<file path="config.mk">
export PLATFORM = sky130hd
export DESIGN_NAME = exception_ctrl
export DESIGN_NICKNAME = d
export VERILOG_FILES = /design/src/rtl/minisys_exc_pkg.sv /design/src/rtl/irq_sync_edge.sv /design/src/rtl/exception_ctrl.sv
export SDC_FILE = /design/constraint.sdc
export NUM_CORES = 1
export LEC_CHECK = 0
export ABC_CLOCK_PERIOD_IN_PS = 2400
export CAP_MARGIN = 10
export CORE_MARGIN = 4
export CORE_UTILIZATION = 45
export CTS_CLUSTER_DIAMETER = 100
export DETAILED_ROUTE_END_ITERATION = 8
export PLACE_DENSITY_LB_ADDON = 0.08
export SETUP_SLACK_MARGIN = 0.3
export SLEW_MARGIN = 20
export SYNTH_ARGS = -nofsm -noshare
export SYNTH_HDL_FRONTEND = slang
export SYNTH_SLANG_ARGS = --single-unit
export TNS_END_PERCENT = 30
</file>
<file path="constraint.sdc">
create_clock -name clock -period 2.4 [get_ports clock]
set_input_delay 0.48 -clock clock [delete_from_list [all_inputs] [get_ports clock]]
set_output_delay 0.48 -clock clock [all_outputs]
set_load 0.02 [all_outputs]
</file>
<file path="src/rtl/minisys_exc_pkg.sv">
// Shared constants and types for the exception-entry / ERET initiator.
package minisys_exc_pkg;

  // CP0 ExcCode values used by the pipeline
  localparam logic [4:0] EXC_INT = 5'd0;
  localparam logic [4:0] EXC_SYS = 5'd8;
  localparam logic [4:0] EXC_BP  = 5'd9;
  localparam logic [4:0] EXC_RI  = 5'd10;
  localparam logic [4:0] EXC_OV  = 5'd12;

  // Common handler entry point
  localparam logic [31:0] DEFAULT_HANDLER_ADDR = 32'h0000_F000;

  // Controller sequencing states
  typedef enum logic [2:0] {
    ST_IDLE     = 3'd0,
    ST_FLUSH    = 3'd1,
    ST_ENTRY    = 3'd2,
    ST_REDIRECT = 3'd3,
    ST_ERET     = 3'd4
  } exc_state_t;

  // Index of the lowest set bit (0 when none is set; callers qualify with |vec)
  function automatic logic [2:0] lowest_set(input logic [7:0] vec);
    logic [2:0] idx;
    idx = 3'd0;
    for (int i = 7; i >= 0; i--) begin
      if (vec[i]) begin
        idx = 3'(i);
      end else begin
        idx = idx;
      end
    end
    return idx;
  endfunction

endpackage

</file>
<file path="src/rtl/irq_sync_edge.sv">
// Two-flop synchroniser for one asynchronous interrupt line plus rising-edge detect.
module irq_sync_edge (
  input  logic clock,
  input  logic reset,
  input  logic async_in,
  output logic rise
);

  logic sync1_r;
  logic sync2_r;
  logic prev_r;

  // Bring the line into the clock domain and keep one cycle of history for edge detect
  always_ff @(posedge clock) begin
    if (reset) begin
      sync1_r <= 1'b0;
      sync2_r <= 1'b0;
      prev_r  <= 1'b0;
    end else begin
      sync1_r <= async_in;
      sync2_r <= sync1_r;
      prev_r  <= sync2_r;
    end
  end

  assign rise = sync2_r & ~prev_r;

endmodule

</file>
<file path="src/rtl/exception_ctrl.sv">
// Exception-entry / ERET initiator: prioritises WB exceptions, ERET and latched
// interrupts, flushes the pipeline, pulses the CP0 entry write and redirects fetch.
module exception_ctrl
  import minisys_exc_pkg::*;
#(
  parameter int          NUM_IRQ      = 6,
  parameter logic [31:0] HANDLER_ADDR = DEFAULT_HANDLER_ADDR,
  parameter int          FLUSH_CYCLES = 2
) (
  input  logic               clock,
  input  logic               reset,
  input  logic [NUM_IRQ-1:0] irq_in,
  input  logic               exc_valid,
  input  logic [4:0]         exc_code_in,
  input  logic [31:0]        exc_pc,
  input  logic [31:0]        int_pc,
  input  logic               eret_in,
  input  logic [31:0]        epc_in,
  input  logic               cause_ie,
  output logic               cp0_wen,
  output logic [4:0]         cp0_exc_code,
  output logic [31:0]        cp0_pc,
  output logic               cp0_eret,
  output logic               flush,
  output logic               pc_redirect,
  output logic [31:0]        redirect_pc,
  output logic [NUM_IRQ-1:0] irq_pending,
  output logic [2:0]         irq_taken_id,
  output logic               busy
);

  localparam logic [2:0] FLUSH_LAST = 3'(FLUSH_CYCLES);

  exc_state_t         state_r;
  logic [2:0]         flush_cnt_r;
  logic [4:0]         code_r;
  logic [31:0]        pc_r;
  logic [NUM_IRQ-1:0] irq_rise_s;
  logic [NUM_IRQ-1:0] pending_r;
  logic [NUM_IRQ-1:0] clear_mask_s;
  logic [7:0]         pend8_s;
  logic [2:0]         irq_sel_s;
  logic               take_irq_s;

  for (genvar g = 0; g < NUM_IRQ; g++) begin : g_sync
    irq_sync_edge u_sync (
      .clock    (clock),
      .reset    (reset),
      .async_in (irq_in[g]),
      .rise     (irq_rise_s[g])
    );
  end

  // Pick the lowest pending line and decide whether an interrupt is taken this cycle
  always_comb begin
    pend8_s                = 8'h00;
    pend8_s[NUM_IRQ-1:0]   = pending_r;
    irq_sel_s              = lowest_set(pend8_s);
    if ((state_r == ST_IDLE) && !exc_valid && !eret_in && cause_ie && (pending_r != '0)) begin
      take_irq_s = 1'b1;
    end else begin
      take_irq_s = 1'b0;
    end
    for (int i = 0; i < NUM_IRQ; i++) begin
      clear_mask_s[i] = take_irq_s && (irq_sel_s == 3'(i));
    end
  end

  // Pending interrupts: a new edge wins over the clear of a line being taken
  always_ff @(posedge clock) begin
    if (reset) begin
      pending_r <= '0;
    end else begin
      pending_r <= (pending_r & ~clear_mask_s) | irq_rise_s;
    end
  end

  assign irq_pending = pending_r;

  // Sequencing FSM; all strobes are registered and set on the transition into their state
  always_ff @(posedge clock) begin
    if (reset) begin
      state_r      <= ST_IDLE;
      flush_cnt_r  <= 3'd0;
      code_r       <= 5'd0;
      pc_r         <= 32'd0;
      cp0_wen      <= 1'b0;
      cp0_exc_code <= 5'd0;
      cp0_pc       <= 32'd0;
      cp0_eret     <= 1'b0;
      flush        <= 1'b0;
      pc_redirect  <= 1'b0;
      redirect_pc  <= 32'd0;
      irq_taken_id <= 3'd0;
      busy         <= 1'b0;
    end else begin
      cp0_wen     <= 1'b0;
      cp0_eret    <= 1'b0;
      pc_redirect <= 1'b0;
      case (state_r)
        ST_IDLE: begin
          flush_cnt_r <= 3'd1;
          if (exc_valid) begin
            code_r  <= exc_code_in;
            pc_r    <= exc_pc;
            state_r <= ST_FLUSH;
            flush   <= 1'b1;
            busy    <= 1'b1;
          end else if (eret_in) begin
            state_r     <= ST_ERET;
            cp0_eret    <= 1'b1;
            pc_redirect <= 1'b1;
            redirect_pc <= epc_in;
            flush       <= 1'b1;
            busy        <= 1'b1;
          end else if (take_irq_s) begin
            code_r       <= EXC_INT;
            pc_r         <= int_pc;
            irq_taken_id <= irq_sel_s;
            state_r      <= ST_FLUSH;
            flush        <= 1'b1;
            busy         <= 1'b1;
          end else begin
            flush <= 1'b0;
            busy  <= 1'b0;
          end
        end
        ST_FLUSH: begin
          if (flush_cnt_r >= FLUSH_LAST) begin
            state_r      <= ST_ENTRY;
            cp0_wen      <= 1'b1;
            cp0_exc_code <= code_r;
            cp0_pc       <= pc_r;
          end else begin
            flush_cnt_r <= flush_cnt_r + 3'd1;
          end
        end
        ST_ENTRY: begin
          state_r     <= ST_REDIRECT;
          pc_redirect <= 1'b1;
          redirect_pc <= HANDLER_ADDR;
        end
        ST_REDIRECT: begin
          state_r <= ST_IDLE;
          flush   <= 1'b0;
          busy    <= 1'b0;
        end
        ST_ERET: begin
          state_r <= ST_IDLE;
          flush   <= 1'b0;
          busy    <= 1'b0;
        end
        default: begin
          state_r <= ST_IDLE;
          flush   <= 1'b0;
          busy    <= 1'b0;
        end
      endcase
    end
  end

endmodule
</file>
# After elaboration in Yosys (flattened, before gate mapping)
# Index checks and enable logic that the tools add are counted.
[totals]
reg_bits = 143
latchBits = 0
ramBits = 0
rom_bits = 0
inputBits = 112
output_inout_bits = 83
elab_cells = 123
mem_count = 0
[op_classes]
n_addsub = 1
multipliers = 0
div = 0
magnitude_cmp = 1
eq_ne = 13
shifts = 0
muxes = 31
bitwise = 19
n_reduce_logical = 27
[ops]
columns = ["cell", "n"]
rows = [
  ["$mux W32", 5],
  ["$pmux W32 S2", 1],
  ["$mux W3", 11],
  ["$mux W5", 3],
  ["$logic_and A1 B1 Y1", 10],
  ["$ne A2 B2 Y1 const B", 5],
  ["$not A1 Y1", 10],
  ["$eq A3 B2 Y1 const B", 3],
  ["$pmux W3 S3", 1],
  ["$mux W1", 7],
  ["$and A1 B1 Y1", 6],
  ["$and A6 B6 Y6", 1],
  ["$eq A3 B1 Y1 const B", 2],
  ["$eq A3 B3 Y1 const B", 2],
  ["$logic_not A3 Y1", 2],
  ["$not A6 Y6", 1],
  ["$or A6 B6 Y6", 1],
  ["$pmux W3 S2", 1],
  ["$reduce_and A2 Y1", 3],
  ["$reduce_and A3 Y1", 2],
  ["$reduce_bool A2 Y1", 3],
  ["$reduce_bool A6 Y1", 1],
  ["$reduce_or A2 Y1", 3],
  ["$ne A4 B4 Y1 const B", 1],
  ["other kinds (5)", 7],
]

# Depth between registers and ports, before layout
# Gate-level depths: netlist (run 1).
[logic_depth]
word_depth = 11
ltp_mapped = 8
depth_no_buf = 6

# By module
# Synthesis (run 1) repeated with hierarchy kept, for this count alone.
[hier_totals]
cells_unflattened = 591
area_unflattened_um2 = 5395.2
[by_module_without_submodules]
columns = ["mod", "instances", "cells_per_inst", "area_per_inst_um2", "seq_area_each_um2"]
rows = [
  ["exception_ctrl", 1, 549, 4869.7, 2502.4],
  ["irq_sync_edge", 6, 7, 87.6, 60.1],
]

# Worst setup path after synthesis (run 1)
# OpenSTA, ideal clock, no wires.
[synth_path]
path_type = "in2reg"
from = "in exc_valid"
to = "reg redirect_pc[15]"
setup_ns = 0.133
arrival_ns = 1.866
t_required_ns = 2.267
slack_ns = 0.401
stages = 7
n_path_buf = 3
cell_sequence = "buf_2 > or3b_2 > or3_1 > buf_2 > clkbuf_1 > nand2_1 > a31oi_1"
[synth_via]
elab_chain_len = 2
[synth_rtl]
columns = ["item", "line", "source"]
rows = [
  ["from (decl)", "exception_ctrl.sv:13", "input logic exc_valid,"],
  ["$ne A2 B2 Y1 (no line)", "n/a", ""],
  ["$reduce_and A3 Y1 (no line)", "n/a", ""],
  ["to (signal assigned)", "exception_ctrl.sv:113", "redirect_pc <= epc_in;"],
  ["to (decl)", "exception_ctrl.sv:26", "output logic [31:0] redirect_pc,"],
]
# Every way passes these cells.
# A chain may end at the register's enable or synchronous reset.

# Final worst setup path (run 1)
[layout_path]
from = "reg pending_r[0] (netlist: irq_pending[0])"
to = "reg irq_taken_id[2]"
[layout_via]
elab_chain_len = 4
elab_cells_between_ends = 5
classes_between = "2 x mux; 3 x reduce/logical"
[layout_rtl]
columns = ["item", "line", "source"]
rows = [
  ["from (decl)", "exception_ctrl.sv:39", "logic [NUM_IRQ-1:0] pending_r;"],
  ["from (signal assigned)", "exception_ctrl.sv:74", "pending_r <= (pending_r & ~clear_mask_s) | irq_rise_s;"],
  ["$reduce_bool A6 Y1", "exception_ctrl.sv:59", "if ((state_r == ST_IDLE) && !exc_valid && !eret_in && cause_ie && (pending_r != '0)) begin"],
  ["$logic_and A1 B1 Y1", "exception_ctrl.sv:59", ""],
  ["$mux W1", "exception_ctrl.sv:59", ""],
  ["$reduce_and A4 Y1 (no line)", "n/a", ""],
  ["to (signal assigned)", "exception_ctrl.sv:119", "irq_taken_id <= irq_sel_s;"],
  ["to (decl)", "exception_ctrl.sv:28", "output logic [2:0] irq_taken_id,"],
]
# Parallel ways exist; a longest one is shown, timed or not.

==> results of run 1 <==
[registers in the layout (all words and copies together) (netlist names), 3 cells and up]
name / flops
g_sync.u_sync.sync2_r: 6
g_sync.u_sync.prev_r: 6
state_r: 3
cp0_exc_code: 5
irq_taken_id: 3
flush_cnt_r: 3
g_sync.u_sync.sync1_r: 6
redirect_pc: 32
irq_pending: 6
cp0_pc: 32
pc_r: 32
code_r: 5
[kinds of logic (layout without fill, tap and decap cells)]
group,Yosys count,count (layout),synth area share
xor+xnor,1,1,0.001603
buf+inv,90,284,0.07580
compound gates,165,166,0.2212
flops,143,143,0.5239
simple gates,192,192,0.1729
fa+ha+maj,2,2,0.004579
[final cells by class]
type / instances / area (µm²)
multi-input combinational: 361 / 2218
tap: 143 / 178.9
clock buffer: 25 / 505.5
inverter: 37 / 138.9
fill: 938 / 3546
timing repair buffer: 217 / 2157
sequential: 143 / 2863
clock inverter: 5 / 55.05
[power by group through the flow]
stage / registers, mW / logic, mW / clock network [mW]
floorplan: 2.80 / 0.641 / 0
global placement: 2.74 / 1.14 / 0
detailed placement: 2.75 / 1.17 / 0
CTS: 2.70 / 1.22 / 2.52
global route: 2.73 / 1.34 / 2.63
finish: 2.71 / 1.22 / 2.47
[layout by cell type (no fill, tap or decap), drive strengths merged, types with 2 or more instances in the layout]
cell / n
or3: 2
a221oi: 32
a31o: 2
o31ai: 2
a21boi: 2
clkinvlp: 2
nor2: 10
nand2: 101
ha: 2
a32o: 5
a211oi: 34
clkdlybuf4s50: 192
nand2b: 6
a22o: 21
nor3: 7
dfxtp: 143
a21oi: 54
o41ai: 2
inv: 37
or4: 2
clkbuf: 25
and2: 2
or3b: 2
clkinv: 2
o2111ai: 2
buf: 25
nor2b: 53
o21ai: 4
a31oi: 4
[stage by stage]
stage | TNS [ps] | worst slack, ps
after global routing | 0 | 297.7
final | 0 | 348.9
after floorplan | 0 | 401.2
after global placement | -2222 | -107.2
after detailed placement | -2379 | -104.9
after CTS | 0 | 221.3
[per-layer routing]
layer  global-route usage  wire (µm)  vias to the layer above  share of wire
met1               0.2491       6307                     2292           0.43
li1                     -          -                     2431              -
met5                    0          0                        -              0
met2               0.3755       7563                      133           0.51
met3              0.05349        680                       18          0.046
met4              0.07912        248                        0          0.017
[how the worst max path moves through the flow]
| stage | start | to | slack [ps] | depth (start not counted) |
|---|---|---|---|---|
| after CTS | irq_pending[0] | pc_r[9] | 220 | 4 |
| after global placement | eret_in | redirect_pc[29] | -110 | 5 |
| after detailed placement | eret_in | pc_r[14] | -100 | 5 |
| final | irq_pending[0] | irq_taken_id[2] | 350 | 6 |
| after floorplan | exc_valid | redirect_pc[15] | 400 | 7 |
| after global routing | irq_pending[0] | irq_taken_id[2] | 300 | 6 |
[repair_timing]
item,CTS,global route
cloned,1,0
setup buffers,1,1
setup endpoints to repair,37,19
gates resized for setup,1,0
pin swaps,0,0
==> impl_metrics.tcl, run 1 <==
set metrics [dict create \
    p_int_mw 4.738 \
    register_bit_count_reported_by_yosys 143 \
    final_nets 891 \
    finish.instance_area_um2 8117 \
    final.period_utilization 0.8546 \
    p_total_mw 6.406 \
    final_antenna_net_count 0 \
    r2r_start "irq_pending[0]" \
    synth_largest_area_cell "sky130_fd_sc_hd__dfxtp_1" \
    crit-reg2reg-capture "irq_taken_id[2]" \
    run_status "finished clean" \
    post-route-drc-count 0 \
    setup_repair_after_global_routing_missed_its_margin "yes" \
    post_synth_most_frequent_cells "sky130_fd_sc_hd__dfxtp_1, sky130_fd_sc_hd__nand2_1, sky130_fd_sc_hd__a21oi_1" \
    final_weighted_congestion_in_routability_driven_placement 0.7975 \
    route.final.wire_length_um 14800 \
    h-tree-depth 4 \
    power.net_switching_mw 1.668 \
    yosys_most_used_dff "sky130_fd_sc_hd__dfxtp_1" \
    power.leakage_nw 2.949 \
    grt_remaining_overflow 0 \
    fp-row-count 39 \
    initialDrtViolationCount 350 \
    critPathBufInv 2 \
    clk_pin_slew_worst_paths_ps 50 \
    critical_path_class "flop to flop" \
    cts.sink_count 143 \
    synth-edff-count 0 \
    synth_largest_type_area_fraction 0.5239 \
    crit_path_frequent_cell "sky130_fd_sc_hd__buf_4" \
    worst_path_largest_cell_delay_ps 540 \
    critical-path-slowest-cell "sky130_fd_sc_hd__or4_1" \
    critical_path.top_delay_family "compound AO/OA/AOI/OAI gates" \
    path_max_fanout 8 \
    final_max_slew_viol_count 0 \
    synthesis.nets 707 \
    cp-end-kind "flop" \
    port_buffers 194 \
    fin_crit_ps 2051 \
    synth_cells 593 \
    seq_pwr_share 0.423 \
    global_router_s_overall_resource_usage 0.2127 \
    hold-path-endpoint "state_r[2]" \
    areaGrowthSynthToFinish_pct 48.55 \
    layoutNonFillerInstCount 931 \
    grt_pass1_vias 4973 \
    max_clock_buf_depth 2 \
    placement.cell_area_um2 7497 \
    final-setup-viol-count 0 \
    hold-worst-slack_ps 419.8 \
    ff2ff_setup_slack_ps 350 \
    worst_setup_path_start_kind "flop" \
    yosys.cell_count.top_type "sky130_fd_sc_hd__dfxtp_1" \
    avgSynthCellArea_um2 9.214 \
    worstRegToRegCells 6 \
    crit_chain "or4_1 > buf_4 > o2111ai_1 > buf_4 > nor4b_1 > a31o_2" \
    post_synth_main_area_contributors "sky130_fd_sc_hd__dfxtp_1, sky130_fd_sc_hd__nand2_1, sky130_fd_sc_hd__nor2b_1, sky130_fd_sc_hd__a21oi_1, sky130_fd_sc_hd__a221oi_1" \
    synth_cell_type_count 43 \
    maximum_number_of_pins_on_one_net_before_global_route_repair 67 \
    worstHoldPathType "primary input to flop" \
    powerDensity_nw_per_um2 789.2 \
    antenna_found_initial 0 \
    post-route-util 0.6960 \
    netlist_area_um2 5464 \
    total_instance_count_after_detailed_placement 898 \
    num_cts_buffers 17 \
    die_outline_area_um2 13970 \
    hp-start "reset" \
    placeableCoreArea_um2 11660 \
    worst-slew-pin-transition_ps 839.2 \
    p_sw_frac 0.2603 \
    diodes 0 \
    timing.slew.headroom 0.4399 \
    clockRootBuffer "sky130_fd_sc_hd__clkbuf_16" \
    route.vias.total 4874 \
    min_delay_path_depth 2 \
    finalHoldViolCount 0 \
    fp.dieW_um 118.2 \
    tritoncts_clock_tree "done" \
    wire_length_of_the_first_global_routing_pass_um 24140 \
    clock_power_share 0.386 \
    power.ir.vdd_worst_uv 552.1 \
    synth-seq-area-share 0.5239 \
    clkLatencyLatePin_ps 410 \
    initial_core_util 0.4685 \
    drt-vias-per-instance 5.235 \
    post-dp-hpwl_um 10170 \
    timing.fmax_ghz 0.4876 \
    layout-drive-gt1-share 0.08629 \
    pwr-share-comb 0.191 \
    cts_hold_buffers 0 \
    max_cap_viol_count 0 \
    synth-warning-count 0 \
    critical_path_required_ps 2710 \
    detail_route.wl_per_cell_um 15.90 \
    arrival_ps 2360 \
    ioPinCount 195 \
    async_flop_share 0 \
    dieHeight_um 118.2 \
    first_pass_iters 4 \
    fin_worst_skew_ps 4.986 \
]
Note: power is estimated with default switching activity, not from simulation.
==> run 2: changes to the inputs <==
--- a/config.mk
+++ b/config.mk
@@ -5,15 +5,17 @@
 export SDC_FILE = /design/constraint.sdc
 export NUM_CORES = 1
 export LEC_CHECK = 0
+export ABC_AREA = 1
 export ABC_CLOCK_PERIOD_IN_PS = 2400
 export CAP_MARGIN = 10
+export CELL_PAD_IN_SITES_DETAIL_PLACEMENT = 0
+export CELL_PAD_IN_SITES_GLOBAL_PLACEMENT = 2
 export CORE_MARGIN = 4
-export CORE_UTILIZATION = 45
+export CORE_UTILIZATION = 24
 export CTS_CLUSTER_DIAMETER = 100
 export DETAILED_ROUTE_END_ITERATION = 8
 export PLACE_DENSITY_LB_ADDON = 0.08
 export SETUP_SLACK_MARGIN = 0.3
-export SLEW_MARGIN = 20
 export SYNTH_ARGS = -nofsm -noshare
 export SYNTH_HDL_FRONTEND = slang
 export SYNTH_SLANG_ARGS = --single-unit
==> run 2 against run 1 <==
Against the previous run: clock skew up 5.6 ps; via count up 8.5%; clock power up 6%; register-to-register slack better by 110 ps; combinational power up 14%; critical path depth down 5; global-route usage down 8.1 points; sequential share of layout area down 1.8 points; power up 5.0%; synthesized cell count up 35%; final area up 5.4%; cell count up 41%; critical path type is now flop to output port; largest cell class unchanged.
==> impl_metrics.tcl, run 2 <==
set metrics [dict create \
    route.vias.total 5289 \
    worstHoldPathType "flop to flop" \
    globalRouteMet3Util 0.04480 \
    timing.fmax_ghz 0.5150 \
    worst-slew-pin-transition_ps 916.5 \
    wire_length_of_the_first_global_routing_pass_um 27680 \
    antenna_found_initial 1 \
    avgSynthCellArea_um2 7.172 \
    h-tree-depth 4 \
    critical_path.top_delay_family "buffers and inverters" \
    postCtsResizedCells 0 \
    post-route-util 0.3645 \
    met2_usage_grt 0.2097 \
    clockRootBuffer "sky130_fd_sc_hd__clkbuf_16" \
    synthesis.nets 912 \
    cp-end-kind "output port" \
    finalHoldViolCount 0 \
    synth-seq-area-share 0.5002 \
    drt-vias-per-instance 4.025 \
    critical_path_class "flop to output port" \
    p_total_mw 6.729 \
    async_flop_share 0 \
    worst_path_largest_cell_delay_ps 640 \
    maximum_number_of_pins_on_one_net_before_global_route_repair 38 \
    num_cts_buffers 17 \
    fp.dieW_um 162.4 \
    synth_cells 798 \
    post-route-drc-count 0 \
    final_nets 1096 \
    post-dp-hpwl_um 11990 \
    run_status "finished clean" \
    synth-edff-count 0 \
    global_router_s_overall_resource_usage 0.1316 \
    powerDensity_nw_per_um2 786.5 \
    arrival_ps 1460 \
    fp-row-count 56 \
    final_max_slew_viol_count 0 \
    placeableCoreArea_um2 23470 \
    final.period_utilization 0.8091 \
    clkLatencyLatePin_ps 420 \
    synth_largest_area_cell "sky130_fd_sc_hd__dfxtp_1" \
    fin_crit_ps 1942 \
    ioPinCount 195 \
    yosys.cell_count.top_type "sky130_fd_sc_hd__nand2_1" \
    multi_input_area_um2 2384 \
    worst_setup_path_start_kind "flop" \
    filler_cell_count 2520 \
    top_regs "cp0_pc (32), pc_r (32), redirect_pc (32)" \
    tritoncts_clock_tree "done" \
    dieHeight_um 162.4 \
    diodes 0 \
    layout-drive-gt1-share 0.07136 \
    post_synth_main_area_contributors "sky130_fd_sc_hd__dfxtp_1, sky130_fd_sc_hd__nand2_1, sky130_fd_sc_hd__nor2_1, sky130_fd_sc_hd__nand3_1, sky130_fd_sc_hd__o21ai_0" \
    die_outline_area_um2 26380 \
    detail_route.wl_per_cell_um 13.74 \
    final_weighted_congestion_in_routability_driven_placement 0.7330 \
    postCtsSetupRepairBufs 0 \
    critical_path_cell_count 1 \
    route.final.wire_length_um 18050 \
    max_clock_buf_depth 2 \
    max_cap_viol_count 0 \
    critical_path_required_ps 1920 \
    register_bit_count_reported_by_yosys 143 \
    path_max_fanout 5 \
    grt_remaining_overflow 0 \
    grt_pass1_vias 5149 \
    yosys_most_used_dff "sky130_fd_sc_hd__dfxtp_1" \
    final_antenna_net_count 0 \
    cts.sink_count 143 \
    fin_worst_skew_ps 10.54 \
    critical-path-slowest-cell "sky130_fd_sc_hd__clkdlybuf4s50_1" \
    setup_repair_after_global_routing_missed_its_margin "yes" \
    most-common-layout-cells "sky130_fd_sc_hd__nand2_1, sky130_fd_sc_hd__clkdlybuf4s50_1, sky130_fd_sc_hd__nor2_1" \
    clk_pin_slew_worst_paths_ps 60 \
    areaGrowthSynthToFinish_pct 49.50 \
    first_pass_iters 4 \
    final_common_cell "sky130_fd_sc_hd__nand2_1" \
    timing.slew.headroom 0.3883 \
    min_delay_path_depth 2 \
    power.leakage_nw 3.786 \
    initialDrtViolationCount 196 \
    crit_chain "clkdlybuf4s50_1" \
    post_synth_most_frequent_cells "sky130_fd_sc_hd__nand2_1, sky130_fd_sc_hd__nor2_1, sky130_fd_sc_hd__dfxtp_1" \
    groute.layer.met1.usage 0.1706 \
    worstRegToRegCells 7 \
    power.ir.vdd_worst_uv 360.7 \
    synth-warning-count 0 \
    cts_hold_buffers 0 \
    synth_cell_type_count 25 \
    gr-max-usage-layer "met2" \
    netlist_area_um2 5723 \
    critPathBufInv 1 \
    port_buffers 194 \
    synth_largest_type_area_fraction 0.5002 \
    initial_core_util 0.2438 \
    fin_setup_tns_ps 0 \
    final-setup-viol-count 0 \
    sequential_cell_area_um2 2863 \
]
==> run 2: cell types whose count changed after synthesis, moves of 34 or more <==
cell and change:
sky130_fd_sc_hd__nand2_1 +113, sky130_fd_sc_hd__o21ai_0 +49, sky130_fd_sc_hd__a211oi_1 -34, sky130_fd_sc_hd__nor2_1 +146
sky130_fd_sc_hd__nor2b_1 -53, sky130_fd_sc_hd__nand3_1 +55
==> run 2: where the power goes <==
group          switching [mW]  internal [mW]
sequential              0.103           2.60
clock                    1.07           1.57
combinational           0.785          0.607
total                    1.95           4.78
==> run 2: kinds of logic (layout without fill, tap and decap cells) <==
kind of cell | Yosys count | in the layout | synth area share
buf+inv | 113 | 308 | 0.08548
fa+ha+maj | 2 | 2 | 0.004372
flops | 143 | 143 | 0.5002
compound gates | 83 | 83 | 0.07302
simple gates | 457 | 459 | 0.3369
==> run 2: path summary, 6_finish.rpt <==
path         slack (ps)                      from                  endpoint
min                 400  g_sync[0].u_sync.sync1_r  g_sync[0].u_sync.sync2_r
max                 460            irq_pending[0]            irq_pending[0]
min reg2reg         400  g_sync[0].u_sync.sync1_r  g_sync[0].u_sync.sync2_r
max reg2reg         460            irq_pending[2]                   pc_r[9]
==> run 2: through the flow <==
| stage | cell area, µm² | hold slack [ps] | std cells | setup slack, ps |
|---|---|---|---|---|
| after CTS | 8543 | 401.8 | 1312 | 413.6 |
| after global routing | 8556 | 420.2 | 1314 | 280.4 |
| final | 8556 | 401.6 | 1314 | 458.1 |
| after floorplan | 5723 | 388.3 | 798 | 919.7 |
| after global placement | 7960 | 391.8 | 1280 | 99.17 |
| after detailed placement | 7960 | 393.2 | 1280 | 40.90 |
==> run 2: layout make-up <==
class,instances,share of cell area
Multi-Input combinational cell,544,0.2786
Sequential cell,143,0.3346
Timing Repair Buffer,208,0.2422
Clock buffer,20,0.05221
Tap cell,319,0.04665
Clock inverter,12,0.01594
Inverter,68,0.02983
==> run 2: layer usage <==
metal	vias to the layer above	routed length, µm
li1	2841	-
met3	17	1262
met1	2282	8599
met2	147	7984
met4	2	190
met5	-	12
==> run 2: worst reg2reg max path, delay by kind of cell (launching register included) <==
kind          cells  cell delay (ps)
flops             1              350
simple gates      7             1520
==> run 3: changes to the inputs <==
--- a/config.mk
+++ b/config.mk
@@ -6,12 +6,12 @@
 export NUM_CORES = 1
 export LEC_CHECK = 0
 export ABC_AREA = 1
-export ABC_CLOCK_PERIOD_IN_PS = 2400
+export ABC_CLOCK_PERIOD_IN_PS = 1700
 export CAP_MARGIN = 10
 export CELL_PAD_IN_SITES_DETAIL_PLACEMENT = 0
 export CELL_PAD_IN_SITES_GLOBAL_PLACEMENT = 2
 export CORE_MARGIN = 4
-export CORE_UTILIZATION = 24
+export CORE_UTILIZATION = 22
 export CTS_CLUSTER_DIAMETER = 100
 export DETAILED_ROUTE_END_ITERATION = 8
 export PLACE_DENSITY_LB_ADDON = 0.08
==> constraint.sdc (replaced) <==
create_clock -name clock -period 1.7 [get_ports clock]
set_input_delay 0.34 -clock clock [delete_from_list [all_inputs] [get_ports clock]]
set_output_delay 0.34 -clock clock [all_outputs]
set_load 0.02 [all_outputs]
==> run 3 against run 2 <==
Against the previous run: critical path depth unchanged; clock power increased by 41%; combinational power is 73% higher; clock skew fell by 1.7 ps; largest cell class unchanged; highest routed layer unchanged.
==> impl_metrics.tcl, run 3 (synthesis gave the netlist of run 2 again) <==
set metrics [dict create \
    worstHoldPathType "flop to flop" \
    final_nets 1154 \
    worst_path_largest_cell_delay_ps 360 \
    fp.dieW_um 169.3 \
    power.net_switching_mw 2.952 \
    initialDrtViolationCount 195 \
    ioPinCount 195 \
    r2r_start "state_r[0]" \
    global_router_s_overall_resource_usage 0.1323 \
    met2_usage_grt 0.2144 \
    die_outline_area_um2 28660 \
    crit_chain "dlygate4sd2_1" \
    critical_path.startpoint "cp0_pc[4]" \
    worst-slew-pin-transition_ps 409.8 \
    route.final.wire_length_um 19800 \
    gr-max-usage-layer "met2" \
    run_status "finished clean" \
    final_antenna_net_count 0 \
    timing.fmax_ghz 0.6847 \
    worst_setup_path_start_kind "flop" \
    powerDensity_nw_per_um2 1059 \
    placeableCoreArea_um2 25400 \
    h-tree-depth 4 \
    first_pass_iters 4 \
    maximum_number_of_pins_on_one_net_before_global_route_repair 47 \
    clock_power_share 0.374 \
    pwr-share-comb 0.242 \
    crit-reg2reg-capture "pc_r[25]" \
    post-route-drc-count 0 \
    fin_worst_skew_ps 8.824 \
    critPathBufInv 1 \
    path_max_fanout 2 \
    max_cap_viol_count 0 \
    post-dp-hpwl_um 13110 \
    critical_path.top_delay_family "flip-flops" \
    layout-drive-gt1-share 0.1939 \
    placement.cell_area_um2 8346 \
    power.leakage_nw 4.480 \
    grt_pass1_vias 5502 \
    seq_pwr_share 0.384 \
    filler_cell_count 2752 \
    final_max_slew_viol_count 0 \
    p_sw_frac 0.2966 \
    critical_path_required_ps 1360 \
    detail_route.wl_per_cell_um 14.33 \
    clockRootBuffer "sky130_fd_sc_hd__clkbuf_16" \
    final_common_cell "sky130_fd_sc_hd__nand2_1" \
    total_instance_count_after_detailed_placement 1327 \
    critical_path_cell_count 1 \
    clk_pin_slew_worst_paths_ps 60 \
    most-common-layout-cells "sky130_fd_sc_hd__nand2_1, sky130_fd_sc_hd__dfxtp_1, sky130_fd_sc_hd__nor2_1" \
    critical-path-slowest-cell "sky130_fd_sc_hd__dfxtp_1" \
    p_int_mw 7.002 \
    areaGrowthSynthToFinish_pct 64.17 \
    final-setup-viol-count 0 \
    power.ir.vdd_worst_uv 559.1 \
    drt-vias-per-instance 4.054 \
    top_regs "cp0_pc (32), pc_r (32), redirect_pc (32)" \
    cts_hold_buffers 0 \
    setup_repair_after_global_routing_missed_its_margin "yes" \
    tritoncts_clock_tree "done" \
    num_cts_buffers 17 \
    diodes 0 \
    final.period_utilization 0.8591 \
    ff2ff_setup_slack_ps 270 \
    fin_setup_tns_ps 0 \
    final_weighted_congestion_in_routability_driven_placement 0.7083 \
    cp-end-kind "output port" \
    critPathCapture "cp0_pc[4]" \
    timing.slew.headroom 0.7268 \
    grt_remaining_overflow 0 \
    initial_core_util 0.2253 \
    antenna_found_initial 1 \
    finalHoldViolCount 0 \
    wire_length_of_the_first_global_routing_pass_um 30030 \
    finish.instance_area_um2 9395 \
    port_buffers 194 \
    groute.layer.met1.usage 0.1757 \
    worstRegToRegCells 9 \
    clkLatencyLatePin_ps 420 \
    dieHeight_um 169.3 \
    max_clock_buf_depth 2 \
    fp-row-count 58 \
    critical_path_class "flop to output port" \
    cts.sink_count 143 \
    fin_crit_ps 1460 \
    layoutNonFillerInstCount 1382 \
    route.vias.total 5603 \
    arrival_ps 1120 \
    globalRouteMet3Util 0.03913 \
]
[run 3: repair_timing]
action / 4_1_cts / 5_1_grt
setup endpoints to repair: 198 / 190
hold endpoints to repair: 0 / 0
resized for setup: 170 / 103
cloned: 1 / 7
pin swaps: 7 / 9
buffers inserted: 10 / 6
[run 3: through the flow]
step	total power, mW	utilization	worst slack [ps]	hold WS, ps
3_5_place_dp	6.095	0.3286	-550.2	395.2
3_3_place_gp	6.101	0.3286	-542.2	392.8
2_1_floorplan	5.046	-	295.7	388.3
5_1_grt	10.54	0.3699	167.7	421.5
4_1_cts	9.958	0.3515	217.7	403.8
6_report	9.954	0.3699	239.6	399.9
[run 3: worst min-delay path by stage]
stage               slack, ps                       end  cells after the start                startpoint
floorplan                 390  g_sync[0].u_sync.sync2_r                      2  g_sync[0].u_sync.sync1_r
global placement          390  g_sync[2].u_sync.sync2_r                      2  g_sync[2].u_sync.sync1_r
detailed placement        400  g_sync[2].u_sync.sync2_r                      2  g_sync[2].u_sync.sync1_r
CTS                       400  g_sync[2].u_sync.sync2_r                      2  g_sync[2].u_sync.sync1_r
global route              420  g_sync[5].u_sync.sync1_r                      3                 irq_in[5]
finish                    400  g_sync[2].u_sync.sync2_r                      2  g_sync[2].u_sync.sync1_r
[run 3: power by group through the flow]
stage | Sequential, mW | Combinational, mW | Clock (mW)
finish | 3.82 | 2.41 | 3.72
CTS | 3.81 | 2.28 | 3.87
global route | 3.86 | 2.68 | 4.00
detailed placement | 3.88 | 2.21 | 0
global placement | 3.88 | 2.22 | 0
floorplan | 4.01 | 1.03 | 0
[run 3: routing by layer]
layer  part of all wire  vias up  wire length, µm
li1                   -     2974                -
met1               0.48     2496             9478
met2               0.46      121             9154
met3              0.051       10             1008
met4             0.0071        2              140
met5             0.0010        -               20
[run 3: final cells by class]
class | count | area [µm²] | area share
clock inverter | 12 | 137.6 | 0.01465
sequential | 143 | 2870 | 0.3055
inverter | 68 | 267.8 | 0.02850
tap | 330 | 412.9 | 0.04395
clock buffer | 19 | 432.9 | 0.04608
timing repair buffer | 267 | 2686 | 0.2859
multi-input combinational | 543 | 2587 | 0.2754
